==> src/rtl/hex_page_sched.sv <==
// Register/data-bus page viewer for eight 7-segment digits.
// Debounced page button, manual/auto-scroll/hold modes, registered digit outputs.
module hex_page_sched #(
  parameter int DB_CYCLES = 500000,
  parameter int TICK_DIV  = 50000000
) (
  input  logic       Clock,
  input  logic       Reset,
  input  logic [9:0] R0,
  input  logic [9:0] R1,
  input  logic [9:0] R2,
  input  logic [9:0] R3,
  input  logic [9:0] R4,
  input  logic [9:0] R5,
  input  logic [9:0] R6,
  input  logic [9:0] R7,
  input  logic [9:0] DIN,
  input  logic       PageBtn,
  input  logic       AutoEn,
  input  logic       Hold,
  output logic [3:0] Dig0,
  output logic [3:0] Dig1,
  output logic [3:0] Dig2,
  output logic [3:0] Dig3,
  output logic [3:0] Dig4,
  output logic [3:0] Dig5,
  output logic [3:0] Dig6,
  output logic [3:0] Dig7,
  output logic [7:0] Blank,
  output logic [2:0] Page
);
  localparam int DBW = (DB_CYCLES > 1) ? $clog2(DB_CYCLES) : 1;
  localparam int TKW = (TICK_DIV > 1) ? $clog2(TICK_DIV) : 1;
  localparam logic [DBW-1:0] DB_LAST = DBW'(DB_CYCLES - 1);
  localparam logic [TKW-1:0] TK_LAST = TKW'(TICK_DIV - 1);

  typedef enum logic [1:0] {MANUAL, AUTO, HOLD} state_t;

  logic [9:0] w_regs [8];
  assign w_regs[0] = R0;
  assign w_regs[1] = R1;
  assign w_regs[2] = R2;
  assign w_regs[3] = R3;
  assign w_regs[4] = R4;
  assign w_regs[5] = R5;
  assign w_regs[6] = R6;
  assign w_regs[7] = R7;

  logic           r_sync1, r_sync2, r_db_level, r_press;
  logic [DBW-1:0] r_db_cnt;

  // r_db_level resets to "pressed" so a button held through reset must be
  // released for DB_CYCLES before a new press can be accepted.
  always_ff @(posedge Clock or posedge Reset) begin
    if (Reset) begin
      r_sync1    <= 1'b1;
      r_sync2    <= 1'b1;
      r_db_level <= 1'b0;
      r_db_cnt   <= '0;
      r_press    <= 1'b0;
    end else begin
      r_sync1 <= PageBtn;
      r_sync2 <= r_sync1;
      r_press <= 1'b0;
      if (r_sync2 == r_db_level) begin
        r_db_cnt <= '0;
      end else if (r_db_cnt == DB_LAST) begin
        r_db_cnt   <= '0;
        r_db_level <= r_sync2;
        r_press    <= ~r_sync2;
      end else begin
        r_db_cnt <= r_db_cnt + 1'b1;
      end
    end
  end

  state_t         r_state, w_state_next;
  logic [2:0]     r_page, w_page_inc;
  logic [TKW-1:0] r_tick;
  logic [3:0]     r_dig [8];
  logic [3:0]     w_dig_next [8];
  logic [7:0]     r_blank, w_blank_next;
  logic [9:0]     w_a, w_b;
  logic           w_enter_auto, w_tick_last;

  always_comb begin
    if (Hold)        w_state_next = HOLD;
    else if (AutoEn) w_state_next = AUTO;
    else             w_state_next = MANUAL;
  end

  assign w_enter_auto = (w_state_next == AUTO) && (r_state != AUTO);
  assign w_tick_last  = (r_tick == TK_LAST);
  assign w_page_inc   = (r_page >= 3'd4) ? 3'd0 : r_page + 3'd1;
  assign w_a          = w_regs[{r_page[1:0], 1'b0}];
  assign w_b          = w_regs[{r_page[1:0], 1'b1}];

  always_comb begin
    w_dig_next[3] = {1'b0, r_page};
    w_dig_next[7] = DIN[9:6];
    if (r_page < 3'd4) begin
      w_dig_next[0] = w_a[3:0];
      w_dig_next[1] = w_a[7:4];
      w_dig_next[2] = {2'b00, w_a[9:8]};
      w_dig_next[4] = w_b[3:0];
      w_dig_next[5] = w_b[7:4];
      w_dig_next[6] = {2'b00, w_b[9:8]};
      w_blank_next  = 8'h00;
    end else begin
      w_dig_next[0] = DIN[3:0];
      w_dig_next[1] = DIN[7:4];
      w_dig_next[2] = {2'b00, DIN[9:8]};
      w_dig_next[4] = 4'h0;
      w_dig_next[5] = 4'h0;
      w_dig_next[6] = 4'h0;
      w_blank_next  = 8'h70;
    end
  end

  // Mode behaviour follows the state being entered, so Hold/AutoEn act on the
  // same edge that samples them.
  always_ff @(posedge Clock or posedge Reset) begin
    if (Reset) begin
      r_state <= MANUAL;
      r_page  <= 3'd0;
      r_tick  <= '0;
      r_blank <= 8'h00;
      for (int i = 0; i < 8; i++) r_dig[i] <= 4'h0;
    end else begin
      r_state <= w_state_next;
      case (w_state_next)
        MANUAL: begin
          r_tick <= '0;
          if (r_press) r_page <= w_page_inc;
        end
        AUTO: begin
          if (w_enter_auto || r_press || w_tick_last) r_tick <= '0;
          else                                        r_tick <= r_tick + 1'b1;
          if (r_press || (w_tick_last && !w_enter_auto)) r_page <= w_page_inc;
        end
        default: ;
      endcase
      if (w_state_next != HOLD) begin
        r_blank <= w_blank_next;
        for (int i = 0; i < 8; i++) r_dig[i] <= w_dig_next[i];
      end
    end
  end

  assign Dig0  = r_dig[0];
  assign Dig1  = r_dig[1];
  assign Dig2  = r_dig[2];
  assign Dig3  = r_dig[3];
  assign Dig4  = r_dig[4];
  assign Dig5  = r_dig[5];
  assign Dig6  = r_dig[6];
  assign Dig7  = r_dig[7];
  assign Blank = r_blank;
  assign Page  = r_page;
endmodule

==> config.mk <==
export PLATFORM = sky130hd
export DESIGN_NAME = hex_page_sched
export DESIGN_NICKNAME = d
export VERILOG_FILES = /design/src/rtl/hex_page_sched.sv
export SDC_FILE = /design/constraint.sdc
export NUM_CORES = 1
export LEC_CHECK = 0
export BUFFER_PORTS_ARGS = -buffer_cell sky130_fd_sc_hd__buf_2
export CAP_MARGIN = 15
export CORE_MARGIN = 1
export CORE_UTILIZATION = 45
export CTS_BUF_LIST = sky130_fd_sc_hd__clkbuf_8
export DETAILED_ROUTE_END_ITERATION = 6
export GPL_TIMING_DRIVEN = 1
export PLACE_DENSITY = 0.72
export SKIP_LAST_GASP = 1
export SYNTH_ARGS = -nofsm -noshare
export SYNTH_HDL_FRONTEND = slang
export SYNTH_SLANG_ARGS = --single-unit
==> constraint.sdc <==
create_clock -name Clock -period 5.1 [get_ports Clock]
set_input_delay 1.02 -clock Clock [delete_from_list [all_inputs] [get_ports Clock]]
set_output_delay 1.02 -clock Clock [all_outputs]
set_load 0.02 [all_outputs]
---- Word level (Yosys, flattened, before mapping) ----
Cells that the tools add are included.
operators by class
  add/subtract/negate cells ............... 3
  multipliers ............................. 0
  div/mod/pow operators ................... 0
  $lt $le $gt $ge ......................... 4
  equality and inequality tests ........... 8
  shift operators ......................... 0
  mux-type cells .......................... 21
  bitwise logic cells ..................... 4
  reductions and logical operators ........ 10
operator list
  cell                                                    count
  binary-select mux 10 bit (select 3 bit)                 2
  case mux 26 bit (2 select lines)                        1
  two-way mux 10 bit                                      4
  two-way mux 19 bit                                      2
  adder 26 x 1 -> 26 bit (second input constant)          1
  equality test 26 bit (second input constant)            1
  two-way mux 26 bit                                      1
  two-way mux 12 bit                                      2
  adder 19 x 1 -> 19 bit (second input constant)          1
  equality test 19 bit (second input constant)            1
  two-way mux 3 bit                                       3
  >= comparator 4 bit (second input constant)             2
  inverter 3 -> 4 bit                                     2
  two-way mux 7 bit                                       1
  case mux 3 bit (2 select lines)                         1
  inequality test 2 x 1 -> 1 bit (second input constant)  2
  inequality test 2 bit (second input constant)           2
  adder 3 x 1 -> 3 bit (second input constant)            1
  >= comparator 3 bit (second input constant)             1
  logical OR 1 bit                                        3
  less-than comparator 3 bit (second input constant)      1
  two-way mux 1 bit                                       3
  AND reduction 3 bit                                     1
  equality test 2 x 1 -> 1 bit (second input constant)    1
  8 further kinds                                         10
word-level totals
  register bits after elaboration ......... 93
  bits in latches ......................... 0
  bits in writable memories ............... 0
  bits in read-only memories .............. 0
  bits of input ports ..................... 95
  output and inout port bits .............. 43
  word-level logic and storage cells ...... 67
  memories ................................ 0

---- Longest topological paths before layout ----
  depth in word-level cells ............... 9
  depth in mapped cells ................... 8
  gate-level depth less buffers ........... 6

---- Worst setup path before layout ----
OpenSTA, ideal clock, no wires.
  path kind ............................... input-to-reg
  start ................................... in Hold
  end ..................................... reg r_tick[25]
  library setup time ...................... 0.069 ns
  data arrival time ....................... 2.288 ns
  data required time ...................... 5.031 ns
  setup slack ............................. 2.743 ns
  stages .................................. 5
  buffers on the path ..................... 0
  path through ............................ nand4bb_1 -> or2_2 -> a31o_2 -> or4_1 -> nand3_1
on the way
  cells in the longest elaborated chain, start to end .. 7
  elaborated cells between the ends (all ways) .. 9
  those cells by class .................... eq/ne: 1; mux: 3; reduce/logical: 5
RTL lines
  element                           RTL line  text
  start, declared                   20        input logic Hold,
  two-way mux 2 bit (*)             87        if (Hold) w_state_next = HOLD;
  equality test 2 x 1 -> 1 bit      92, 131
  logical AND 1 bit                 92        assign w_enter_auto = (w_state_next == AUTO) && (r_state != AUTO);
  logical OR 1 bit (2 in series)    137       if (w_enter_auto || r_press || w_tick_last) r_tick <= '0;
  two-way mux 26 bit                137
  case mux 26 bit (2 select lines)  131       case (w_state_next)
  end signal, assigned              138       else r_tick <= r_tick + 1'b1;
  end, declared                     79        logic [TKW-1:0] r_tick;
Mark *: on every way between the ends. The rest lies on a longest branch, timed or not.
A chain may end at the register's enable or synchronous reset.

---- Worst setup path after layout ----
  start ................................... reg r_page[0] (netlist: Page[0])
  end ..................................... out Page[0]
RTL lines
  element                 RTL line  text
  start, declared         78        logic [2:0] r_page, w_page_inc;
  start signal, assigned  134       if (r_press) r_page <= w_page_inc;
  start signal, assigned  139       if (r_press || (w_tick_last && !w_enter_auto)) r_page <= w_page_inc;
  end, declared           30        output logic [2:0] Page
No word-level cell between the ends.

==> flow_metrics.env <==
export IMPL_dp_slack_ps=2210
export IMPL_post_cts_buffers=0
export IMPL_setup_viol=0
export IMPL_io_pins=138
export IMPL_synthFlopType="dfrtp_1"
export IMPL_drc=0
export IMPL_numCtsBuffers=9
export IMPL_reg2reg_depth=6
export IMPL_ys_ff_latch=81
export IMPL_fin_ws_ps=2380
export IMPL_netlist_instances=410
export IMPL_tightest_slew_ps=939
export IMPL_hold_violations=0
export IMPL_htreeDepth=3
export IMPL_min_period_over_period_pct=53.4
export IMPL_netlist_area_um2=4400
export IMPL_crit_buf_inv=2
export IMPL_critPathKind="reg -> out"
export IMPL_clock_sinks=81
export IMPL_crit_chain="buf_4, buf_2"
export IMPL_die_y_um=101
export IMPL_nNetsFinal=622
export IMPL_cts_root_buf="clkbuf_8"
export IMPL_r2r_start="r_tick[0]"
export IMPL_max_freq_mhz=367
export IMPL_row_count=35
export IMPL_rsz0062_at_grt="no"
export IMPL_status="finished clean"
export IMPL_synth_edf_count=0
export IMPL_area_delta_synth_final_pct=19.4
export IMPL_min_period_ps=2720
export IMPL_antenna_found_initial=0
export IMPL_synth_cell_types=48
export IMPL_hold_path_class="reg -> reg"
export IMPL_power_leakage_nw=2.38
export IMPL_slew_violations=0
export IMPL_critPathMaxStageDelay_ps=750
export IMPL_ctsLongestPathBuffers=2
export IMPL_p_per_area_nw_per_um2=253
export IMPL_p_seq_share_pct=51.0
export IMPL_wl_per_cell_um=14.8
export IMPL_antennaDiodeCount=0
export IMPL_drt_iter0_markers=199
export IMPL_drive_gt1_share_pct=34.7
export IMPL_io_buffers=127
export IMPL_swShare_pct=24.7
export IMPL_combPwrFrac_pct=11.4
export IMPL_fp_dieW_um=101
export IMPL_num_vias=3497
export IMPL_regToRegEndpoint="r_tick[2]"
export IMPL_start_util_pct=47.0
export IMPL_hpwl_mm=7.09
export IMPL_gp_congestion=0.810
export IMPL_cp_top_family="flip-flops"
export IMPL_cp_required_ps=4080
export IMPL_drt_total_wl_mm=9.74
export IMPL_holdCritStartpoint="r_sync1"
export IMPL_async_flop_share_pct=100
export IMPL_end_kind="output port"
export IMPL_critPathMaxFanout=15
export IMPL_yosysSeqAreaShare_pct=46.1
export IMPL_fin_total_pwr_mw=1.33
export IMPL_coreArea_um2=9370
export IMPL_yosys_warnings=0
export IMPL_internal_power_mw=1.00
export IMPL_drt_first_pass_iters=4
export IMPL_cp_start_kind="flip-flop"
export IMPL_cap_violations=0
export IMPL_skew_ps=7.46
export IMPL_hold_depth=0
export IMPL_grt_max_degree=58
export IMPL_clkPwrFrac_pct=37.7
export IMPL_r2r_slack_ps=2630
export IMPL_timing_hold_ws_ps=357
export IMPL_die_area_um2=10200
export IMPL_netSwitchingPower_mw=0.329
export IMPL_tns_ps=0
export IMPL_peakVddDrop_v=0.000150
export IMPL_grt_pass1_vias=3416
export IMPL_grt_overflow=0
export IMPL_post_cts_resized=0
export IMPL_clkLatencyLatePin_ps=350
export IMPL_grt_pass1_wl_mm=16.3
export IMPL_cpMaxStageDelayCell="dfrtp_1"
export IMPL_syn_area_per_cell_um2=10.7
export IMPL_cts_tree="yes"
export IMPL_vias_per_cell=5.32
export IMPL_clk_pin_slew_worst_paths_ps=80
export IMPL_hold_buffers=0
export IMPL_grt_total_usage_pct=20.8
export IMPL_worstHoldEndpoint="r_sync2"
export IMPL_drtAntennaViolNets=0
export IMPL_relSlewSlack_pct=37.4
export IMPL_cp_arrival_ps=1700
==> Yosys cell counts, types with 4 or more instances <==
library cell | n | area (um2)
mux2i_1 | 13 | 130
inv_1 | 12 | 45.0
xnor2_1 | 10 | 87.6
nand2_1 | 34 | 128
xor2_1 | 12 | 105
and3_1 | 6 | 37.5
or3_1 | 5 | 31.3
nand4_1 | 14 | 87.6
mux2_2 | 8 | 90.1
buf_2 | 5 | 25.0
a31oi_1 | 15 | 93.8
o21ai_0 | 23 | 115
a22o_1 | 12 | 105
clkbuf_1 | 12 | 45.0
ha_1 | 4 | 50.1
nor3_1 | 6 | 30.0
nor2_1 | 31 | 116
mux4_2 | 20 | 450
nand3_1 | 17 | 85.1
dfrtp_1 | 79 | 1980
a21oi_1 | 12 | 60.1
buf_4 | 16 | 120
nand2b_1 | 6 | 37.5
==> flip-flops by register name (all words and copies together) (netlist names), 3 cells and up <==
name and count:
Dig1 4, Dig4 4, Dig7 4, r_tick 26
r_db_cnt 19, Dig0 4, Page 3, Dig5 4
==> worst max-delay path by stage <==
stage | start | end | cells after the start
3_5_place_dp | Hold | r_tick[2] | 6
6_report | Page[0] | Page[0] | 2
4_1_cts | Page[0] | Page[0] | 2
2_1_floorplan | Reset | Blank[5] | 1
5_1_grt | Page[0] | Page[0] | 2
3_3_place_gp | Hold | r_tick[2] | 6
==> per-layer routing <==
layer | part of all wire [%] | vias up | global-route usage [%]
li1 | - | 1684 | -
met1 | 44 | 1687 | 26.9
met2 | 49 | 120 | 34.6
met3 | 6.3 | 6 | 5.06
met4 | 1.1 | 0 | 6.24
met5 | 0 | - | 0
==> area by class of cell <==
type,count,area [um2]
Fill cell,841,4120
Multi-Input combinational cell,289,2150
Sequential cell,81,2030
Timing Repair Buffer,130,658
Tap cell,129,161
Clock buffer,9,124
Clock inverter,7,86.3
Inverter,12,46.3
==> power groups by stage <==
stage / Clock [mW] / Combinational [mW] / Sequential (mW)
floorplan: 0 / 0.0695 / 0.712
global placement: 0 / 0.151 / 0.690
detailed placement: 0 / 0.154 / 0.690
CTS: 0.509 / 0.153 / 0.678
global route: 0.541 / 0.166 / 0.682
finish: 0.501 / 0.151 / 0.679
==> placed cells by master (no fill, tap or decap), types with 13 or more instances in the layout <==
cell and instances:
mux4_2 20, mux2i_1 13, a31oi_1 15, dfrtp_1 79, nand4_1 14, nand2_1 34
buf_2 127, nor2_1 31, nand3_1 17, o21ai_0 23
==> logic make-up after synthesis <==
| logic type | Yosys count | share of synthesized area, % |
|---|---|---|
| AOI/OAI and AO/OA | 72 | 10.7 |
| xor gates and xnor gates | 22 | 4.38 |
| adders and majority gates | 4 | 1.14 |
| buffers and inverters | 49 | 5.85 |
| DFF | 81 | 46.1 |
| muxes | 41 | 15.2 |
| other | 1 | 0.0852 |
| and+or+nand+nor | 140 | 16.5 |
==> stage by stage <==
| stage | instance area, um2 | instances | util, % |
|---|---|---|---|
| global placement | 5040 | 641 | 53.8 |
| floorplan | 4440 | 419 | - |
| detailed placement | 5040 | 641 | 53.8 |
| CTS | 5260 | 657 | 56.1 |
| global route | 5260 | 657 | 56.1 |
| finish | 5260 | 657 | 56.1 |
(Power assumes the default switching activity.)
